## config.mk

```make
export PLATFORM = sky130hd
export DESIGN_NAME = image_write_scheduler
export DESIGN_NICKNAME = d
export VERILOG_FILES = /design/src/rtl/image_ram_pkg.sv /design/src/rtl/image_write_scheduler_rr_arbiter.sv /design/src/rtl/image_write_scheduler.sv
export SDC_FILE = /design/constraint.sdc
export NUM_CORES = 1
export LEC_CHECK = 0
export CAP_MARGIN = 15
export CORE_UTILIZATION = 51
export CTS_BUF_LIST = sky130_fd_sc_hd__clkbuf_2
export DETAILED_ROUTE_END_ITERATION = 12
export PLACE_DENSITY = 0.88
export SLEW_MARGIN = 20
export SYNTH_ARGS = -nofsm -noshare
export SYNTH_HDL_FRONTEND = slang
export SYNTH_SLANG_ARGS = --single-unit
```

## constraint.sdc

```tcl
create_clock -name clk -period 5.02 [get_ports clk]
set_input_delay 1.255 -clock clk [delete_from_list [all_inputs] [get_ports clk]]
set_output_delay 1.255 -clock clk [all_outputs]
set_load 0.1 [all_outputs]
```

## src/rtl/image_ram_pkg.sv

```systemverilog
// Shared widths, default frame limits and scheduler state encoding for the
// 160x120x3 image RAM write path.
package image_ram_pkg;

   localparam int X_W     = 8;
   localparam int Y_W     = 7;
   localparam int COLOR_W = 3;

   localparam int X_MAX_DEF = 159;
   localparam int Y_MAX_DEF = 119;

   typedef enum logic {
      S_ARB   = 1'b0,
      S_CLEAR = 1'b1
   } sched_state_t;

endpackage

```

## src/rtl/image_write_scheduler_rr_arbiter.sv

```systemverilog
// Purely combinational round-robin arbiter: grants the first requester at or
// after the pointer (wrapping) and reports the pointer that follows the winner.
module rr_arbiter
#(
   parameter int NUM_REQ = 3,
   parameter int PTR_W   = (NUM_REQ > 1) ? $clog2(NUM_REQ) : 1
) (
   input  logic [NUM_REQ-1:0] i_req,
   input  logic [PTR_W-1:0]   i_ptr,
   output logic [NUM_REQ-1:0] o_gnt,
   output logic [PTR_W-1:0]   o_nextPtr
);

   logic [PTR_W:0]   w_sum;
   logic [PTR_W-1:0] w_idx;
   logic             w_found;

   // Walk the requesters starting at the pointer; the extra sum bit keeps the
   // wrap-around subtraction exact for any NUM_REQ.
   always_comb begin
      o_gnt     = '0;
      o_nextPtr = i_ptr;
      w_found   = 1'b0;
      w_sum     = '0;
      w_idx     = '0;
      for (int i = 0; i < NUM_REQ; i++) begin
         w_sum = {1'b0, i_ptr} + (PTR_W+1)'(i);
         if (w_sum >= (PTR_W+1)'(NUM_REQ)) begin
            w_sum = w_sum - (PTR_W+1)'(NUM_REQ);
         end
         w_idx = w_sum[PTR_W-1:0];
         if (!w_found && i_req[w_idx]) begin
            w_found      = 1'b1;
            o_gnt[w_idx] = 1'b1;
            o_nextPtr    = (w_idx == PTR_W'(NUM_REQ-1)) ? '0 : w_idx + PTR_W'(1);
         end
      end
   end

endmodule

```

## src/rtl/image_write_scheduler.sv

```systemverilog
// Shares the image RAM write port among drawing clients (round robin) and runs
// a prioritised full-frame clear sweep. Optional macro: WRITE_IN_BLANK_EN.
module image_write_scheduler
   import image_ram_pkg::*;
#(
   parameter int                 NUM_REQ     = 3,
   parameter int                 X_MAX       = X_MAX_DEF,
   parameter int                 Y_MAX       = Y_MAX_DEF,
   parameter logic [COLOR_W-1:0] CLEAR_COLOR = 3'b000
) (
   input  logic                         clk,
   input  logic                         reset,
   input  logic [NUM_REQ-1:0]           req,
   input  logic [X_W*NUM_REQ-1:0]       req_x,
   input  logic [Y_W*NUM_REQ-1:0]       req_y,
   input  logic [COLOR_W*NUM_REQ-1:0]   req_color,
   output logic [NUM_REQ-1:0]           gnt,
   input  logic                         clear_start,
   output logic                         clear_busy,
   output logic                         clear_done,
   input  logic                         vga_blank,
   output logic [X_W-1:0]               x_write,
   output logic [Y_W-1:0]               y_write,
   output logic [COLOR_W-1:0]           color_in,
   output logic                         wren
);

   localparam int PTR_W = (NUM_REQ > 1) ? $clog2(NUM_REQ) : 1;

   sched_state_t r_state, w_nextState;

   logic [PTR_W-1:0]   r_rrPtr, w_nextPtr;
   logic [X_W-1:0]     r_clearX, r_xWrite, w_winX;
   logic [Y_W-1:0]     r_clearY, r_yWrite, w_winY;
   logic [COLOR_W-1:0] r_color, w_winColor;
   logic               r_wren, r_clearDone;
   logic               w_allow, w_lastPixel;
   logic [NUM_REQ-1:0] w_arbReq, w_arbGnt;

   logic [NUM_REQ-1:0][X_W-1:0]     w_reqX;
   logic [NUM_REQ-1:0][Y_W-1:0]     w_reqY;
   logic [NUM_REQ-1:0][COLOR_W-1:0] w_reqColor;

   assign w_reqX     = req_x;
   assign w_reqY     = req_y;
   assign w_reqColor = req_color;

`ifdef WRITE_IN_BLANK_EN
   assign w_allow = vga_blank;
`else
   logic w_unusedBlank;
   assign w_unusedBlank = vga_blank;
   assign w_allow       = 1'b1;
`endif

   assign w_lastPixel = (r_clearX == X_W'(X_MAX)) && (r_clearY == Y_W'(Y_MAX));

   rr_arbiter #(
      .NUM_REQ (NUM_REQ),
      .PTR_W   (PTR_W)
   ) u_arb (
      .i_req     (w_arbReq),
      .i_ptr     (r_rrPtr),
      .o_gnt     (w_arbGnt),
      .o_nextPtr (w_nextPtr)
   );

   // Clients only compete in S_ARB when no clear is being launched.
   always_comb begin
      w_nextState = r_state;
      w_arbReq    = '0;
      case (r_state)
         S_ARB: begin
            if (clear_start) begin
               w_nextState = S_CLEAR;
            end else if (w_allow) begin
               w_arbReq = req;
            end
         end
         S_CLEAR: begin
            if (w_allow && w_lastPixel) begin
               w_nextState = S_ARB;
            end
         end
         default: w_nextState = S_ARB;
      endcase
   end

   always_comb begin
      w_winX     = r_xWrite;
      w_winY     = r_yWrite;
      w_winColor = r_color;
      for (int i = 0; i < NUM_REQ; i++) begin
         if (w_arbGnt[i]) begin
            w_winX     = w_reqX[i];
            w_winY     = w_reqY[i];
            w_winColor = w_reqColor[i];
         end
      end
   end

   // Address/colour registers hold when idle; only wren and clear_done drop.
   always_ff @(posedge clk) begin
      if (reset) begin
         r_state     <= S_ARB;
         r_rrPtr     <= '0;
         r_clearX    <= '0;
         r_clearY    <= '0;
         r_xWrite    <= '0;
         r_yWrite    <= '0;
         r_color     <= '0;
         r_wren      <= 1'b0;
         r_clearDone <= 1'b0;
      end else begin
         r_state     <= w_nextState;
         r_wren      <= 1'b0;
         r_clearDone <= 1'b0;
         case (r_state)
            S_ARB: begin
               if (clear_start) begin
                  r_clearX <= '0;
                  r_clearY <= '0;
               end else if (|w_arbGnt) begin
                  r_rrPtr  <= w_nextPtr;
                  r_xWrite <= w_winX;
                  r_yWrite <= w_winY;
                  r_color  <= w_winColor;
                  r_wren   <= 1'b1;
               end
            end
            S_CLEAR: begin
               if (w_allow) begin
                  r_xWrite <= r_clearX;
                  r_yWrite <= r_clearY;
                  r_color  <= CLEAR_COLOR;
                  r_wren   <= 1'b1;
                  if (r_clearX == X_W'(X_MAX)) begin
                     r_clearX <= '0;
                     if (w_lastPixel) begin
                        r_clearY    <= '0;
                        r_clearDone <= 1'b1;
                     end else begin
                        r_clearY <= r_clearY + Y_W'(1);
                     end
                  end else begin
                     r_clearX <= r_clearX + X_W'(1);
                  end
               end
            end
            default: ;
         endcase
      end
   end

   assign gnt        = reset ? '0 : w_arbGnt;
   assign clear_busy = (r_state == S_CLEAR);
   assign clear_done = r_clearDone;
   assign x_write    = r_xWrite;
   assign y_write    = r_yWrite;
   assign color_in   = r_color;
   assign wren       = r_wren;

endmodule

```

==> results of run 1 <==
[cells by family after synthesis]
logic type | count (synthesis)
buffers and inverters | 31
xor gates and xnor gates | 6
muxes | 12
DFF | 38
AOI/OAI and AO/OA | 83
and+or+nand+nor | 124
adders and majority gates | 6
[layer usage]
metal  up-vias  global-route usage (%)
met5         -                       0
met4         0                    11.8
met3        16                    5.06
met2       127                    49.8
met1      1255                    38.7
li1       1291                       -
[Yosys cell counts (all sizes together), types with 2 or more instances]
master   instances  area [um2]
nor3             5        25.0
o21ai           18         101
mux2i           10         104
or2              3        18.8
inv              7        26.3
nor3b            3        27.5
a211oi          11         100
a21oi           11        62.6
nand2           17        63.8
and2             2        12.5
a31oi            4        25.0
nor4            10        68.8
ha               6        75.1
o22ai            2        26.3
o221ai          21         184
clkbuf           7        26.3
xor2             4        35.0
nor2            29         119
a311oi           2        17.5
and4             2        17.5
mux2             2        22.5
and3            18         113
or3              2        17.5
a32oi            2        17.5
nand4            2        12.5
xnor2            2        17.5
nand3           25         125
buf             17         118
o21a             2        15.0
o2bb2ai          3        26.3
dfxtp           38         761
a22oi            2        15.0
[worst min path at each step]
| stage | startpoint | depth (start not counted) | end | slack (ns) |
|---|---|---|---|---|
| finish | color_in[2]$_SDFFE_PP0P_ | 1 | color_in[2]$_SDFFE_PP0P_ | 0.48 |
| global route | color_in[1]$_SDFFE_PP0P_ | 1 | color_in[1]$_SDFFE_PP0P_ | 0.50 |
| CTS | color_in[2]$_SDFFE_PP0P_ | 1 | color_in[2]$_SDFFE_PP0P_ | 0.49 |
| detailed placement | color_in[2]$_SDFFE_PP0P_ | 1 | color_in[2]$_SDFFE_PP0P_ | 0.45 |
| global placement | color_in[0]$_SDFFE_PP0P_ | 1 | color_in[0]$_SDFFE_PP0P_ | 0.46 |
| floorplan | r_clearX[4]$_SDFFE_PP0N_ | 2 | r_clearX[4]$_SDFFE_PP0N_ | 0.47 |
[stage by stage]
stage	instance area (um2)	utilization (%)	hold WS (ns)	power, uW
3_3_place_gp	3340	70.7	0.455	907
3_5_place_dp	3340	70.7	0.453	916
5_1_grt	3420	72.3	0.500	1150
4_1_cts	3400	72.1	0.489	1100
2_1_floorplan	2490	-	0.467	769
6_report	3420	72.3	0.485	1110
[power groups by stage]
stage	Sequential, uW	Clock (uW)	Combinational [uW]
after floorplan	552	0	217
after global placement	358	0	549
after detailed placement	360	0	557
after CTS	354	191	558
after global routing	357	204	593
final	354	190	563
[flip-flops by register name, indices dropped and copies added, names as in the netlist]
signal,cells
x_write,8
wren,1
y_write,7
clear_done,1
r_clearY,7
clear_busy,1
r_clearX,8
color_in,3
r_rrPtr,2
[cell type report]
| class | instances | area, um2 |
|---|---|---|
| clock buffer | 5 | 25.0 |
| clock inverter | 3 | 40.0 |
| fill | 396 | 1310 |
| inverter | 7 | 26.3 |
| multi-input combinational | 231 | 1570 |
| sequential | 38 | 761 |
| tap | 67 | 83.8 |
| timing repair buffer | 89 | 906 |
==> flow_summary_export.csv, run 1 <==
group,metric,value,unit
run_status,status,"complete, no violations",
global_routing,grt.overflow.total,0,
logic_synthesis,netlist_area,2490,um2
logic_synthesis,ys_seq_area_share,30.6,%
power,p_int,597,uW
clocking,cts.sinks,38,
global_routing,antenna_found_initial,0,
timing,fin_crit_sh,89.7,%
power,p_leak,0.00128,uW
floorplanning,die_y,71.9,um
critical_path,max_stage_delay,0.53,ns
power,seqPwrFrac,32.0,%
critical_path,ff2ff_setup_slack,1.95,ns
route,drt_iter0_drc,201,
timing,slew-limit-headroom,33.3,%
critical_path,r2r-end,"x_write[5]$_SDFFE_PP0P_",
logic_synthesis,synth_edf_count,0,
clocking,cts.path.max_buffers,2,
critical_path,cp-endpoint,"gnt[1]",
global_routing,grt_pass1_vias,2562,
power,peakVddDrop,0.164,mV
critical_path,criticalPathCategory,"in2out",
floorplanning,die_x,71.9,um
clocking,cts-root-buf,"clkbuf_2",
timing,tightest_slew,0.998,ns
route,antenna_left,0,
placed_design,io_buffers,83,
critical_path,path_depth,7,
power,p_comb_share,50.9,%
critical_path,cp-startpoint,"clear_start",
placed_design,place_congestion,0.926,
finish,final_common_cell,"clkdlybuf4s50_1",
clocking,cts_buffers,5,
logic_synthesis,synth_async_sr_flop_share,0,%
floorplanning,start_util,52.7,%
timing,setup_ws,0.516,ns
logic_synthesis,muxShareOfSynthArea,5.08,%
route,route.detailed.wl_per_inst,16.7,um
critical_path,reg2reg_depth,8,
placed_design,pre_cts_slack,0.296,ns
route,wl_met3,467,um
clocking,cts_setup_buffers,0,
finish,finalNonFillerCells,440,
critical_path,crit_family,"simple AND/OR/NAND/NOR gates",
floorplanning,num_io_pins,85,
route,vias_per_cell,6.11,
critical_path,crit_buf_inv,2,
placed_design,dp_hpwl,5480,um
logic_synthesis,synth_seq_cells,38,
power,netSwitchingFraction,46.1,%
critical_path,path_cells,"clkdlybuf4s50_1 -> nor3_1 -> nand3_1 -> nor3_2 -> nor2_2 -> nor2_2 -> buf_12",
clocking,h-tree-depth,2,
finish,drive_above_1_share,10.2,%
clocking,clk_latency,0.41,ns
critical_path,critPathLaunchType,"input pin",
global_routing,grt_max_degree,28,
finish,syn2layout_area_growth,37.3,%
clocking,cts_hold_buf,0,
logic_synthesis,synth_fa_ha_area_share,3.02,%
logic_synthesis,synth_top_family_by_area,"simple AND/OR/NAND/NOR gates",
clocking,cts_tree,"done",
route,routed_wl,7360,um
critical_path,reg2reg_from,"r_rrPtr[0]$_SDFFE_PP0P_",
floorplanning,die-area,5160,um2
critical_path,critPathSlowestCell,"clkdlybuf4s50_1",
timing,hold_viol_final,0,
critical_path,cp_data_arrival_time,3.25,ns
min_path,hold_path.class,"reg2reg",
finish,layout.nets,439,
critical_path,path_common_cell,"nor2_2",
route,top_layer_used,"met4",
logic_synthesis,synth-main-ff-cell,"dfxtp_1",
timing,clock_skew,0.0242,ns
timing,max_freq,222,MHz
logic_synthesis,syn_inst,300,
critical_path,worstSetupEndpointType,"primary output",
power,power_density,324,nW/um2
timing,fin_tns_setup,0,ns
timing,finalSetupViolCount,0,
finish,final_cell_mix,"clkdlybuf4s50_1 (80), dfxtp_1 (38), nand3_1 (25), nor2_1 (25), o221ai_1 (21)",
power,p_clk_share,17.2,%
route,firstDrtPassIters,5,
power,p_switching,510,uW
logic_synthesis,synth-simple-area-share,26.9,%
placed_design,dp.cells,432,
clocking,clkTransAtPathRegs,0.19,ns
route,m1WireLength,3070,um
route,drc,0,
route,dr_wl_met2,3610,um
route,vias,2689,
clocking,cts_resized,0,
timing,period_needed,4.50,ns
timing,finalMaxSlewViolations,0,
finish,antenna_cells,0,
timing,rsz0062_at_grt,"false",
logic_synthesis,syn_avg_cell_area,8.30,um2
logic_synthesis,synth_xor_area_share,2.11,%
logic_synthesis,yosysWarningCount,0,
job,cap_violations,0,
global_routing,grt_util_all_layers,29.9,%
critical_path,cp.required,3.76,ns
critical_path,critPathMaxFanout,10,
logic_synthesis,synth_compound_area_share,25.5,%
global_routing,grt_pass1_wl,12100,um
floorplanning,core_area,4720,um2
floorplanning,num_rows,25,
logic_synthesis,synth.distinct_cells,60,
logic_synthesis,syn_nets,367,
Power figures use the tool's default switching activity.
==> run 2: changes to the inputs <==
Settings changed: CORE_UTILIZATION 51 to 50, PLACE_DENSITY 0.88 to 0.87.
==> run 2 against run 1 <==
Effect of this change:
- combinational power is 0.9% lower
- first-iteration DRC count up 20%
- cell area down 1.2%
- via count is 0.93% lower
- core utilization fell by 1.4 points
- critical path type unchanged
- critical endpoint unchanged
- largest cell class unchanged
- largest power group unchanged
==> flow_summary_export.csv, run 2 (same netlist as run 1, synthesis figures left out) <==
group,metric,value,unit
run_status,status,"complete, no violations",
clocking,cts_hold_buf,0,
critical_path,cp_data_arrival_time,3.31,ns
critical_path,criticalPathCategory,"in2out",
power,peakVddDrop,0.168,mV
clocking,cts-root-buf,"clkbuf_2",
floorplanning,num_rows,25,
global_routing,grt_pass1_vias,2499,
timing,tightest_slew,1.00,ns
placed_design,io_buffers,83,
clocking,clkTransAtPathRegs,0.19,ns
timing,max_freq,219,MHz
placed_design,pre_cts_slack,0.222,ns
timing,fin_crit_sh,91.0,%
placed_design,place_area,3340,um2
finish,design_area,3370,um2
finish,drive_above_1_share,9.16,%
placed_design,dp_hpwl,5210,um
clocking,cts.path.max_buffers,2,
global_routing,grt.overflow.total,0,
min_path,min_from,"color_in[2]$_SDFFE_PP0P_",
power,netSwitchingFraction,47.9,%
floorplanning,die_x,72.6,um
timing,finalMaxSlewViolations,0,
route,vias,2664,
min_path,worst_hold_path.endpoint,"color_in[2]$_SDFFE_PP0P_",
global_routing,antenna_found_initial,0,
power,p_clk_share,12.3,%
clocking,h-tree-depth,2,
power,seqPwrFrac,34.0,%
critical_path,critPathMaxFanout,10,
timing,period_needed,4.57,ns
placed_design,place_congestion,0.992,
floorplanning,core_area,4750,um2
finish,final_cell_mix,"clkdlybuf4s50_1 (80), dfxtp_1 (38), nand3_1 (25), nor2_1 (25), o221ai_1 (21)",
min_path,hold_path.class,"reg2reg",
job,cap_violations,0,
finish,layout.nets,439,
finish,syn2layout_area_growth,35.5,%
route,route.detailed.wl_per_inst,15.9,um
critical_path,ff2ff_setup_slack,1.93,ns
timing,setup_ws,0.453,ns
finish,antenna_cells,0,
floorplanning,die-area,5260,um2
critical_path,reg2reg_depth,9,
critical_path,r2r-end,"x_write[6]$_SDFFE_PP0P_",
power,p_int,541,uW
power,p_switching,498,uW
critical_path,max_stage_delay,0.53,ns
timing,finalSetupViolCount,0,
route,drc,0,
critical_path,path_cells,"clkdlybuf4s50_1 -> nor3_1 -> nand3_1 -> nor3_2 -> nor2_2 -> nor2_2 -> buf_12",
route,routed_wl,6960,um
critical_path,worstSetupEndpointType,"primary output",
power,power_density,308,nW/um2
route,drt_iter0_drc,241,
floorplanning,start_util,52.3,%
min_path,hold_path_depth,1,
critical_path,reg2reg_from,"r_rrPtr[0]$_SDFFE_PP0P_",
clocking,cts_buffers,5,
timing,slew-limit-headroom,32.9,%
critical_path,cp.required,3.76,ns
global_routing,grt_pass1_wl,11500,um
route,vias_per_cell,6.08,
critical_path,path_common_cell,"nor2_2",
timing,clock_skew,0.0291,ns
timing,whs,0.483,ns
global_routing,grt_max_degree,25,
finish,final_common_cell,"clkdlybuf4s50_1",
clocking,cts.sinks,38,
clocking,cts_setup_buffers,0,
route,firstDrtPassIters,4,
power,p_leak,0.00125,uW
critical_path,critPathSlowestCell,"clkdlybuf4s50_1",
timing,rsz0062_at_grt,"false",
clocking,cts_resized,0,
clocking,clk_latency,0.40,ns
floorplanning,die_y,72.6,um
floorplanning,num_io_pins,85,
route,antenna_left,0,
timing,hold_viol_final,0,
power,p_comb_share,53.7,%
critical_path,critPathLaunchType,"input pin",
global_routing,grt_util_all_layers,28.3,%
clocking,cts_tree,"done",
timing,fin_tns_setup,0,ns
run 2: changes by cell type in the layout (fill, tap and decap cells not counted):
| cell | change |
|---|---|
| clkinv_2 | -2 |
| bufinv_16 | -1 |
| clkinv_1 | +1 |
| o22ai_1 | +1 |
| o22ai_2 | -1 |
run 2: power groups by stage:
stage	Clock [uW]	Sequential (uW)	Combinational, uW
CTS	125	353	556
detailed placement	0	360	554
global route	137	357	588
finish	128	354	558
floorplan	0	552	217
global placement	0	359	547
run 2: final cells by class:
| class | count | area, um2 |
|---|---|---|
| Clock buffer | 5 | 25.0 |
| Clock inverter | 1 | 3.75 |
| Fill cell | 402 | 1380 |
| Inverter | 7 | 26.3 |
| Multi-Input combinational cell | 231 | 1570 |
| Sequential cell | 38 | 761 |
| Tap cell | 67 | 83.8 |
| Timing Repair Buffer | 89 | 906 |
run 2: worst max-delay path: cells and delay by family:
family | cells | cell delay, ns
buffers and inverters | 2 | 0.73
and+or+nand+nor | 5 | 1.33
run 2: how the worst max path moves through the flow:
stage	startpoint	end	slack [ns]	cells after the start
finish	clear_start	gnt[1]	0.45	7
CTS	clear_start	gnt[1]	0.22	7
global route	clear_start	gnt[1]	0.24	7
global placement	req[1]	gnt[1]	0.31	7
detailed placement	clear_start	gnt[1]	0.22	7
floorplan	clear_start	gnt[0]	0.14	6
run 2: per-stage QoR:
stage,power [uW],utilization (%),std cells
floorplan,769,-,300
global placement,906,70.2,432
detailed placement,914,70.2,432
CTS,1030,70.8,438
global route,1080,70.9,438
finish,1040,70.9,438
run 2: layer usage:
layer  routed length, um  GRT usage [%]  part of all wire, %  up-vias
met5                   0              0                    0        -
met4                 179           11.5                  2.6        0
met1                2940           35.7                   42     1235
met2                3320           47.7                   48      129
li1                    -              -                    -     1283
met3                 520           4.72                  7.5       17
